File: src/rtl/odometer_meas_ctrl_pkg.sv
// ----------------------------------------------------------------------------
// odometer_pkg
// Shared definitions for the HVT ring-oscillator aging odometer controller.
//   meas_state_t : measurement FSM states
//   DRAIN_CYC    : cycles spent flushing the synchronisers after counting
//   SYNC_STAGES  : depth of the ROSC input synchronisers
// ----------------------------------------------------------------------------
package odometer_pkg;

    typedef enum logic [2:0] {
        IDLE,
        SETTLE,
        COUNT,
        DRAIN,
        DONE
    } meas_state_t;

    localparam int DRAIN_CYC   = 3;
    localparam int SYNC_STAGES = 2;

endpackage

File: src/rtl/odometer_meas_ctrl_if.sv
// ----------------------------------------------------------------------------
// odometer_meas_ctrl_if
// Request / result bundle of the odometer measurement controller.
//   start     : one-cycle measurement request
//   chSel     : ROSC pair to measure
//   winLen    : counting window in clock cycles
//   acStress  : 1 = stress ROSCs free-run while idle, 0 = DC stress
//   roscRef   : divided reference ROSC outputs (asynchronous)
//   roscStr   : divided stress ROSC outputs (asynchronous)
//   refEn     : reference ROSC enables
//   strEn     : stress ROSC enables
//   busy      : measurement in progress
//   done      : one-cycle pulse, results valid
//   refCnt    : reference rising-edge count
//   strCnt    : stress rising-edge count
//   diff      : signed refCnt - strCnt
//   sat       : {ref saturated, stress saturated}
// master drives requests and oscillator inputs, slave is the controller.
// ----------------------------------------------------------------------------
interface odometer_meas_ctrl_if #(
    parameter int NUM_CH = 3,
    parameter int CH_W   = 2,
    parameter int CNT_W  = 16,
    parameter int WIN_W  = 16
);

    logic              start;
    logic [CH_W-1:0]   chSel;
    logic [WIN_W-1:0]  winLen;
    logic              acStress;
    logic [NUM_CH-1:0] roscRef;
    logic [NUM_CH-1:0] roscStr;
    logic [NUM_CH-1:0] refEn;
    logic [NUM_CH-1:0] strEn;
    logic              busy;
    logic              done;
    logic [CNT_W-1:0]  refCnt;
    logic [CNT_W-1:0]  strCnt;
    logic [CNT_W:0]    diff;
    logic [1:0]        sat;

    modport master (
        output start, chSel, winLen, acStress, roscRef, roscStr,
        input  refEn, strEn, busy, done, refCnt, strCnt, diff, sat
    );

    modport slave (
        input  start, chSel, winLen, acStress, roscRef, roscStr,
        output refEn, strEn, busy, done, refCnt, strCnt, diff, sat
    );

endinterface

File: src/rtl/odometer_meas_ctrl_edge_cnt.sv
// ----------------------------------------------------------------------------
// odometer_edge_cnt
// Synchronises one asynchronous divided ROSC output, detects its rising
// edges and counts them into a saturating counter with a sticky flag.
//   i_clk    : system clock
//   i_rstn   : synchronous active-low reset
//   i_rosc   : asynchronous oscillator input
//   i_clr    : clears count and saturation flag for a new measurement
//   i_cntEn  : edges are counted only while high
//   o_cnt    : rising-edge count
//   o_sat    : set when an edge arrived while the count was already all-ones
// ----------------------------------------------------------------------------
module odometer_edge_cnt
    import odometer_pkg::*;
#(
    parameter int CNT_W = 16
) (
    input  logic             i_clk,
    input  logic             i_rstn,
    input  logic             i_rosc,
    input  logic             i_clr,
    input  logic             i_cntEn,
    output logic [CNT_W-1:0] o_cnt,
    output logic             o_sat
);

    logic [SYNC_STAGES-1:0] r_sync;
    logic                   r_prev;
    logic [CNT_W-1:0]       r_cnt;
    logic                   r_sat;
    logic                   w_rise;

    assign w_rise = r_sync[SYNC_STAGES-1] & ~r_prev;

    // Synchroniser chain plus one extra flop holding the previous
    // synchronised level, so a rise is a 0->1 step between the two.
    always_ff @(posedge i_clk) begin
        if (!i_rstn) begin
            r_sync <= '0;
            r_prev <= 1'b0;
        end else begin
            r_sync <= {r_sync[SYNC_STAGES-2:0], i_rosc};
            r_prev <= r_sync[SYNC_STAGES-1];
        end
    end

    // Counter holds at all-ones once full; the flag records that an edge
    // was lost and stays set until the next clear.
    always_ff @(posedge i_clk) begin
        if (!i_rstn) begin
            r_cnt <= '0;
            r_sat <= 1'b0;
        end else if (i_clr) begin
            r_cnt <= '0;
            r_sat <= 1'b0;
        end else if (i_cntEn && w_rise) begin
            if (&r_cnt) begin
                r_sat <= 1'b1;
            end else begin
                r_cnt <= r_cnt + CNT_W'(1);
            end
        end
    end

    assign o_cnt = r_cnt;
    assign o_sat = r_sat;

endmodule

File: src/rtl/odometer_meas_ctrl.sv
// ----------------------------------------------------------------------------
// odometer_meas_ctrl
// Measurement and stress controller for the HVT ring-oscillator aging
// odometer. Between measurements the stress ROSCs are held in DC or AC
// stress; on request one ref/stress pair is enabled, allowed to settle,
// its edges counted over a programmable window, and the two counts,
// their signed difference and saturation flags are reported.
//   i_clk   : system clock
//   i_rstn  : synchronous active-low reset
//   io_bus  : request/result bundle (slave side), see odometer_meas_ctrl_if
// ----------------------------------------------------------------------------
module odometer_meas_ctrl
    import odometer_pkg::*;
#(
    parameter int NUM_CH     = 3,
    parameter int CH_W       = 2,
    parameter int CNT_W      = 16,
    parameter int WIN_W      = 16,
    parameter int SETTLE_CYC = 8
) (
    input  logic                 i_clk,
    input  logic                 i_rstn,
    odometer_meas_ctrl_if.slave  io_bus
);

    // One down-counter serves settle, window and drain phases, so it must
    // be wide enough for the longest of the three.
    localparam int SET_W  = $clog2(SETTLE_CYC + 1);
    localparam int DRN_W  = $clog2(DRAIN_CYC + 1);
    localparam int TMP_W  = (WIN_W > SET_W) ? WIN_W : SET_W;
    localparam int TMR_W  = (TMP_W > DRN_W) ? TMP_W : DRN_W;
    localparam logic [CH_W:0] NUM_CH_L = (CH_W + 1)'(NUM_CH);

    meas_state_t       r_state;
    logic [CH_W-1:0]   r_chSel;
    logic [WIN_W-1:0]  r_winLen;
    logic [TMR_W-1:0]  r_timer;
    logic [NUM_CH-1:0] r_refEn;
    logic [NUM_CH-1:0] r_strEn;
    logic              r_busy;
    logic              r_done;
    logic [CNT_W-1:0]  r_refCnt;
    logic [CNT_W-1:0]  r_strCnt;
    logic [CNT_W:0]    r_diff;
    logic [1:0]        r_sat;

    logic              w_accept;
    logic              w_cntEn;
    logic              w_refSel;
    logic              w_strSel;
    logic [NUM_CH-1:0] w_reqOneHot;
    logic [CNT_W-1:0]  w_refCnt;
    logic [CNT_W-1:0]  w_strCnt;
    logic              w_refSat;
    logic              w_strSat;

    // Out-of-range channel requests are dropped without any handshake.
    assign w_accept = (r_state == IDLE) && io_bus.start &&
                      ({1'b0, io_bus.chSel} < NUM_CH_L);
    assign w_cntEn  = (r_state == COUNT);

    // Requested-channel one-hot for the enables, and the channel mux that
    // routes the latched pair into the edge counters.
    always_comb begin
        w_reqOneHot = '0;
        w_refSel    = 1'b0;
        w_strSel    = 1'b0;
        for (int c = 0; c < NUM_CH; c++) begin
            if (io_bus.chSel == CH_W'(c)) begin
                w_reqOneHot[c] = 1'b1;
            end
            if (r_chSel == CH_W'(c)) begin
                w_refSel = io_bus.roscRef[c];
                w_strSel = io_bus.roscStr[c];
            end
        end
    end

    odometer_edge_cnt #(
        .CNT_W (CNT_W)
    ) u_refCnt (
        .i_clk   (i_clk),
        .i_rstn  (i_rstn),
        .i_rosc  (w_refSel),
        .i_clr   (w_accept),
        .i_cntEn (w_cntEn),
        .o_cnt   (w_refCnt),
        .o_sat   (w_refSat)
    );

    odometer_edge_cnt #(
        .CNT_W (CNT_W)
    ) u_strCnt (
        .i_clk   (i_clk),
        .i_rstn  (i_rstn),
        .i_rosc  (w_strSel),
        .i_clr   (w_accept),
        .i_cntEn (w_cntEn),
        .o_cnt   (w_strCnt),
        .o_sat   (w_strSat)
    );

    // Measurement sequencer. The timer is loaded with (length - 1) on entry
    // to each timed phase, so a phase lasts exactly its length in cycles.
    // A zero window skips COUNT entirely. Enables drop on entry to DRAIN so
    // the synchronisers flush while the oscillators stop; AC stress is
    // restored on the way back to IDLE.
    always_ff @(posedge i_clk) begin
        if (!i_rstn) begin
            r_state  <= IDLE;
            r_chSel  <= '0;
            r_winLen <= '0;
            r_timer  <= '0;
            r_refEn  <= '0;
            r_strEn  <= '0;
            r_busy   <= 1'b0;
            r_done   <= 1'b0;
            r_refCnt <= '0;
            r_strCnt <= '0;
            r_diff   <= '0;
            r_sat    <= '0;
        end else begin
            r_done <= 1'b0;
            case (r_state)
                IDLE: begin
                    if (w_accept) begin
                        r_chSel  <= io_bus.chSel;
                        r_winLen <= io_bus.winLen;
                        r_timer  <= TMR_W'(SETTLE_CYC - 1);
                        r_refEn  <= w_reqOneHot;
                        r_strEn  <= w_reqOneHot;
                        r_busy   <= 1'b1;
                        r_state  <= SETTLE;
                    end else begin
                        r_refEn  <= '0;
                        r_strEn  <= {NUM_CH{io_bus.acStress}};
                    end
                end
                SETTLE: begin
                    if (r_timer == '0) begin
                        if (r_winLen == '0) begin
                            r_timer <= TMR_W'(DRAIN_CYC - 1);
                            r_refEn <= '0;
                            r_strEn <= '0;
                            r_state <= DRAIN;
                        end else begin
                            r_timer <= TMR_W'(r_winLen) - TMR_W'(1);
                            r_state <= COUNT;
                        end
                    end else begin
                        r_timer <= r_timer - TMR_W'(1);
                    end
                end
                COUNT: begin
                    if (r_timer == '0) begin
                        r_timer <= TMR_W'(DRAIN_CYC - 1);
                        r_refEn <= '0;
                        r_strEn <= '0;
                        r_state <= DRAIN;
                    end else begin
                        r_timer <= r_timer - TMR_W'(1);
                    end
                end
                DRAIN: begin
                    if (r_timer == '0) begin
                        r_state <= DONE;
                    end else begin
                        r_timer <= r_timer - TMR_W'(1);
                    end
                end
                DONE: begin
                    r_refCnt <= w_refCnt;
                    r_strCnt <= w_strCnt;
                    r_diff   <= {1'b0, w_refCnt} - {1'b0, w_strCnt};
                    r_sat    <= {w_refSat, w_strSat};
                    r_done   <= 1'b1;
                    r_busy   <= 1'b0;
                    r_strEn  <= {NUM_CH{io_bus.acStress}};
                    r_state  <= IDLE;
                end
                default: begin
                    r_state <= IDLE;
                end
            endcase
        end
    end

    assign io_bus.refEn  = r_refEn;
    assign io_bus.strEn  = r_strEn;
    assign io_bus.busy   = r_busy;
    assign io_bus.done   = r_done;
    assign io_bus.refCnt = r_refCnt;
    assign io_bus.strCnt = r_strCnt;
    assign io_bus.diff   = r_diff;
    assign io_bus.sat    = r_sat;

endmodule

File: src/flat_wrapper.sv
// flat-port wrapper written by rule: the top's interface ports become plain ports
module odometer_meas_ctrl_flat import odometer_pkg::*;
#(
    parameter int NUM_CH     = 3,
    parameter int CH_W       = 2,
    parameter int CNT_W      = 16,
    parameter int WIN_W      = 16,
    parameter int SETTLE_CYC = 8
)
  (i_clk, i_rstn, io_bus_start, io_bus_chSel, io_bus_winLen, io_bus_acStress, io_bus_roscRef, io_bus_roscStr, io_bus_refEn, io_bus_strEn, io_bus_busy, io_bus_done, io_bus_refCnt, io_bus_strCnt, io_bus_diff, io_bus_sat);
  odometer_meas_ctrl_if #(.NUM_CH(NUM_CH), .CH_W(CH_W), .CNT_W(CNT_W), .WIN_W(WIN_W)) io_bus_i ();
  input  logic i_clk;
  input  logic i_rstn;
  input wire logic [$bits(io_bus_i.start)-1:0] io_bus_start;
  input wire logic [$bits(io_bus_i.chSel)-1:0] io_bus_chSel;
  input wire logic [$bits(io_bus_i.winLen)-1:0] io_bus_winLen;
  input wire logic [$bits(io_bus_i.acStress)-1:0] io_bus_acStress;
  input wire logic [$bits(io_bus_i.roscRef)-1:0] io_bus_roscRef;
  input wire logic [$bits(io_bus_i.roscStr)-1:0] io_bus_roscStr;
  output wire logic [$bits(io_bus_i.refEn)-1:0] io_bus_refEn;
  output wire logic [$bits(io_bus_i.strEn)-1:0] io_bus_strEn;
  output wire logic [$bits(io_bus_i.busy)-1:0] io_bus_busy;
  output wire logic [$bits(io_bus_i.done)-1:0] io_bus_done;
  output wire logic [$bits(io_bus_i.refCnt)-1:0] io_bus_refCnt;
  output wire logic [$bits(io_bus_i.strCnt)-1:0] io_bus_strCnt;
  output wire logic [$bits(io_bus_i.diff)-1:0] io_bus_diff;
  output wire logic [$bits(io_bus_i.sat)-1:0] io_bus_sat;
  assign io_bus_i.start = io_bus_start;
  assign io_bus_i.chSel = io_bus_chSel;
  assign io_bus_i.winLen = io_bus_winLen;
  assign io_bus_i.acStress = io_bus_acStress;
  assign io_bus_i.roscRef = io_bus_roscRef;
  assign io_bus_i.roscStr = io_bus_roscStr;
  assign io_bus_refEn = io_bus_i.refEn;
  assign io_bus_strEn = io_bus_i.strEn;
  assign io_bus_busy = io_bus_i.busy;
  assign io_bus_done = io_bus_i.done;
  assign io_bus_refCnt = io_bus_i.refCnt;
  assign io_bus_strCnt = io_bus_i.strCnt;
  assign io_bus_diff = io_bus_i.diff;
  assign io_bus_sat = io_bus_i.sat;
  odometer_meas_ctrl #(.NUM_CH(NUM_CH), .CH_W(CH_W), .CNT_W(CNT_W), .WIN_W(WIN_W), .SETTLE_CYC(SETTLE_CYC)) u_core (.i_clk(i_clk), .i_rstn(i_rstn), .io_bus(io_bus_i));
endmodule
File: config.mk
export PLATFORM = sky130hd
export DESIGN_NAME = odometer_meas_ctrl_flat
export DESIGN_NICKNAME = d
export VERILOG_FILES = /design/src/rtl/odometer_meas_ctrl_pkg.sv /design/src/rtl/odometer_meas_ctrl_if.sv /design/src/rtl/odometer_meas_ctrl_edge_cnt.sv /design/src/rtl/odometer_meas_ctrl.sv /design/src/flat_wrapper.sv
export SDC_FILE = /design/constraint.sdc
export NUM_CORES = 1
export LEC_CHECK = 0
export ABC_AREA = 1
export BUFFER_PORTS_ARGS = -buffer_cell sky130_fd_sc_hd__buf_2
export CORE_ASPECT_RATIO = 0.7
export CORE_MARGIN = 2
export CORE_UTILIZATION = 53
export DETAILED_ROUTE_END_ITERATION = 12
export PLACE_DENSITY = 0.81
export SLEW_MARGIN = 20
export SYNTH_ARGS = -nofsm -noshare
export SYNTH_HDL_FRONTEND = slang
export SYNTH_SLANG_ARGS = --single-unit
File: constraint.sdc
create_clock -name i_clk -period 2.04 [get_ports i_clk]
set_clock_uncertainty 0.05 [all_clocks]
set_input_delay 0.204 -clock i_clk [delete_from_list [all_inputs] [get_ports i_clk]]
set_output_delay 0.204 -clock i_clk [all_outputs]
set_load 0.01 [all_outputs]
==> flow_metrics.tcl <==
set metrics [dict create \
    fin_ws_ns 0.103 \
    vdd.ir_drop.worst_uv 712 \
    final_common_cell "nand2_1" \
    clk_pin_slew_ns 0.06 \
    synth_area_per_cell_um2 6.83 \
    yosysUniqueCellTypes 43 \
    die_h_um 100 \
    routed_via_density 5.39 \
    syn-num-nets 1072 \
    num_vias 7172 \
    min_period_ns 1.94 \
    place_congestion 0.983 \
    grt_pass1_vias 6344 \
    maxCapViolCount 0 \
    clkLatencyLatePin_ns 0.42 \
    yosysSeqAreaShare_pct 39.0 \
    synth-async-reset-ratio_pct 0 \
    final_cell_mix "nand2_1, dfxtp_1, inv_1, o21ai_0, buf_2" \
    cts.sinks 136 \
    slowest_delay_ns 0.42 \
    leakagePower_nw 3.94 \
    cts_buffers 17 \
    area_growth_pct 23.3 \
    drt-wirelength-per-cell_um 15.2 \
    port_buffers 86 \
    worstMarginPinSlew_ns 0.665 \
    grt_pass1_wl_mm 32.1 \
    rows 35 \
    num_io_pins 87 \
    status "finished clean" \
    drt_pre_antenna_iters 5 \
    power_density_mw_per_mm2 1220 \
    fin_crit_sh_pct 94.9 \
    min_path_cells 3 \
    cts_tree "yes" \
    routed_wl_mm 20.2 \
    arrival_ns 2.20 \
    fp.dieW_um 141 \
    cts_root_buffer "clkbuf_16" \
    htreeDepth 4 \
    critPathKind "flip-flop to flip-flop" \
    path_cells "buf_4 > ha_1 > inv_1 > nor4_1 > nand3_2 > nor2_2 > nand3_1 > nand2_1 > nor2_1" \
    cts_max_path_buffers 2 \
    antenna_cells 0 \
    maxSlewViolCount 0 \
    final-setup-viol-count 0 \
    fmax_ghz 0.516 \
    yosys_warnings 0 \
    crit_slowest_cell "nor4_1" \
    slew_headroom_pct 55.6 \
    reg2reg_depth 9 \
    synthCells 1023 \
    drcViolationCount 0 \
    ys_ff_latch 136 \
    dieArea_mm2 0.0141 \
    final_area_mm2 0.00861 \
    synth-edff-count 0 \
    place_area_mm2 0.00783 \
    overflow 0 \
    final-hold-violation-count 0 \
    drt_iter0_drc 917 \
    antenna_found_initial 0 \
    power.total_mw 10.5 \
    layout.nets 1200 \
    required_ns 2.30 \
    core-area_mm2 0.0130 \
    dp_slack_ns -0.00127 \
    hpwlAfterDp_mm 14.6 \
    ant_nets 0 \
    initial_core_util_pct 53.7 \
    hold_path.class "input port to flip-flop" \
    hold_ws_ns 0.0115 \
    drive_gt1_share_pct 19.3 \
    start_kind "flip-flop" \
    grt_max_degree 53 \
    cp-end-kind "flip-flop" \
    path_max_fanout 5 \
    netlist_area_mm2 0.00698 \
    ys.flop_type "dfxtp_1" \
    grt.total_usage_pct 28.7 \
]
path summary, 6_finish.rpt:
path	from	to	slack (ns)
max reg2reg	u_core.u_strCnt.o_cnt[0]$_SDFFE_PP0P_	u_core.u_strCnt.o_cnt[14]$_SDFFE_PP0P_	0.10
min reg2reg	u_core.u_strCnt.r_sync[1]$_SDFF_PN0_	u_core.u_strCnt.r_prev$_SDFF_PN0_	0.38
max	u_core.u_strCnt.o_cnt[0]$_SDFFE_PP0P_	u_core.u_strCnt.o_cnt[14]$_SDFFE_PP0P_	0.10
min	io_bus_winLen[6]	u_core.r_winLen[6]$_SDFFE_PN0P_	0.01
power by group:
group	internal, mW	leakage, nW	switching, mW
logic	1.50	2.54	2.65
clock network	1.96	0.297	1.23
registers	2.91	1.10	0.256
total	6.38	3.94	4.14
worst max-delay path, delay by kind of cell (launching register included):
family / cells / cell delay (ns)
DFF: 1 / 0.35
and+or+nand+nor: 6 / 0.99
adders and majority gates: 1 / 0.22
buffers and inverters: 2 / 0.21
kinds of logic after synthesis:
group / synth area share, %
xor gates and xnor gates: 3.51
DFF: 39.0
adders and majority gates: 3.87
AOI/OAI and AO/OA: 14.8
buffers and inverters: 8.47
and+or+nand+nor: 30.3
sequential cells by signal, summed over array words and instances, names as in the netlist:
register and flops:
u_core.r_chSel 2, u_core.u_refCnt.o_cnt 16, u_core.u_refCnt.r_prev 1, u_core.r_winLen 16, u_core.io_bus.strEn 3, u_core.u_refCnt.r_sync 2, u_core.io_bus.sat 2, u_core.u_strCnt.o_cnt 16
u_core.io_bus.busy 1, u_core.u_strCnt.o_sat 1, u_core.u_strCnt.r_prev 1, u_core.io_bus.strCnt 16, u_core.r_state 3, u_core.u_refCnt.o_sat 1, u_core.io_bus.refCnt 16, u_core.io_bus.refEn 3
u_core.u_strCnt.r_sync 2, u_core.r_timer 16, u_core.io_bus.diff 17, u_core.io_bus.done 1
timing repair:
| action | in CTS | in global routing |
|---|---|---|
| setup endpoints to repair | 1 | 34 |
| setup buffers | 0 | 4 |
| hold endpoints to repair | 3 | 0 |
| resized for setup | 1 | 35 |
| hold buffers | 3 | 0 |
| pin swaps | 1 | 6 |
area by class of cell:
type	count	area, um^2
Clock buffer	18	439
Tap cell	166	208
Timing Repair Buffer	134	811
Clock inverter	14	173
Fill cell	1100	4390
Inverter	124	470
Multi-Input combinational cell	738	3790
Sequential cell	136	2720
cells in the mapped netlist, drive strengths merged, types with 2 or more instances:
cell / count / area [um^2]
a21oi: 81 / 405
a31oi: 2 / 12.5
buf: 7 / 55.1
clkbuf: 18 / 67.6
clkinv: 5 / 22.5
dfxtp: 136 / 2720
ha: 20 / 250
inv: 119 / 447
nand2: 286 / 1100
nand3: 64 / 338
nand3b: 4 / 42.5
nand4: 11 / 68.8
nor2: 93 / 384
nor3: 29 / 155
nor4: 3 / 18.8
o211ai: 2 / 15.0
o21a: 3 / 22.5
o21ai: 97 / 489
o21bai: 6 / 45.0
o22ai: 2 / 12.5
xnor2: 6 / 52.6
xor2: 22 / 193
through the flow:
stage	instances	util [%]	setup TNS, ns
after floorplan	1023	-	0
after global placement	1291	60.2	0
after detailed placement	1291	60.2	-0.00127
after CTS	1326	65.1	0
after global routing	1330	66.2	-0.0840
final	1330	66.2	0
per-layer routing:
layer  global-route usage (%)  wire length, um
met5                        0                0
met4                     7.00              289
met3                     8.06             1980
met2                     39.7             7930
met1                     43.8             9960
No activity file was read; power rests on OpenSTA's default activity.
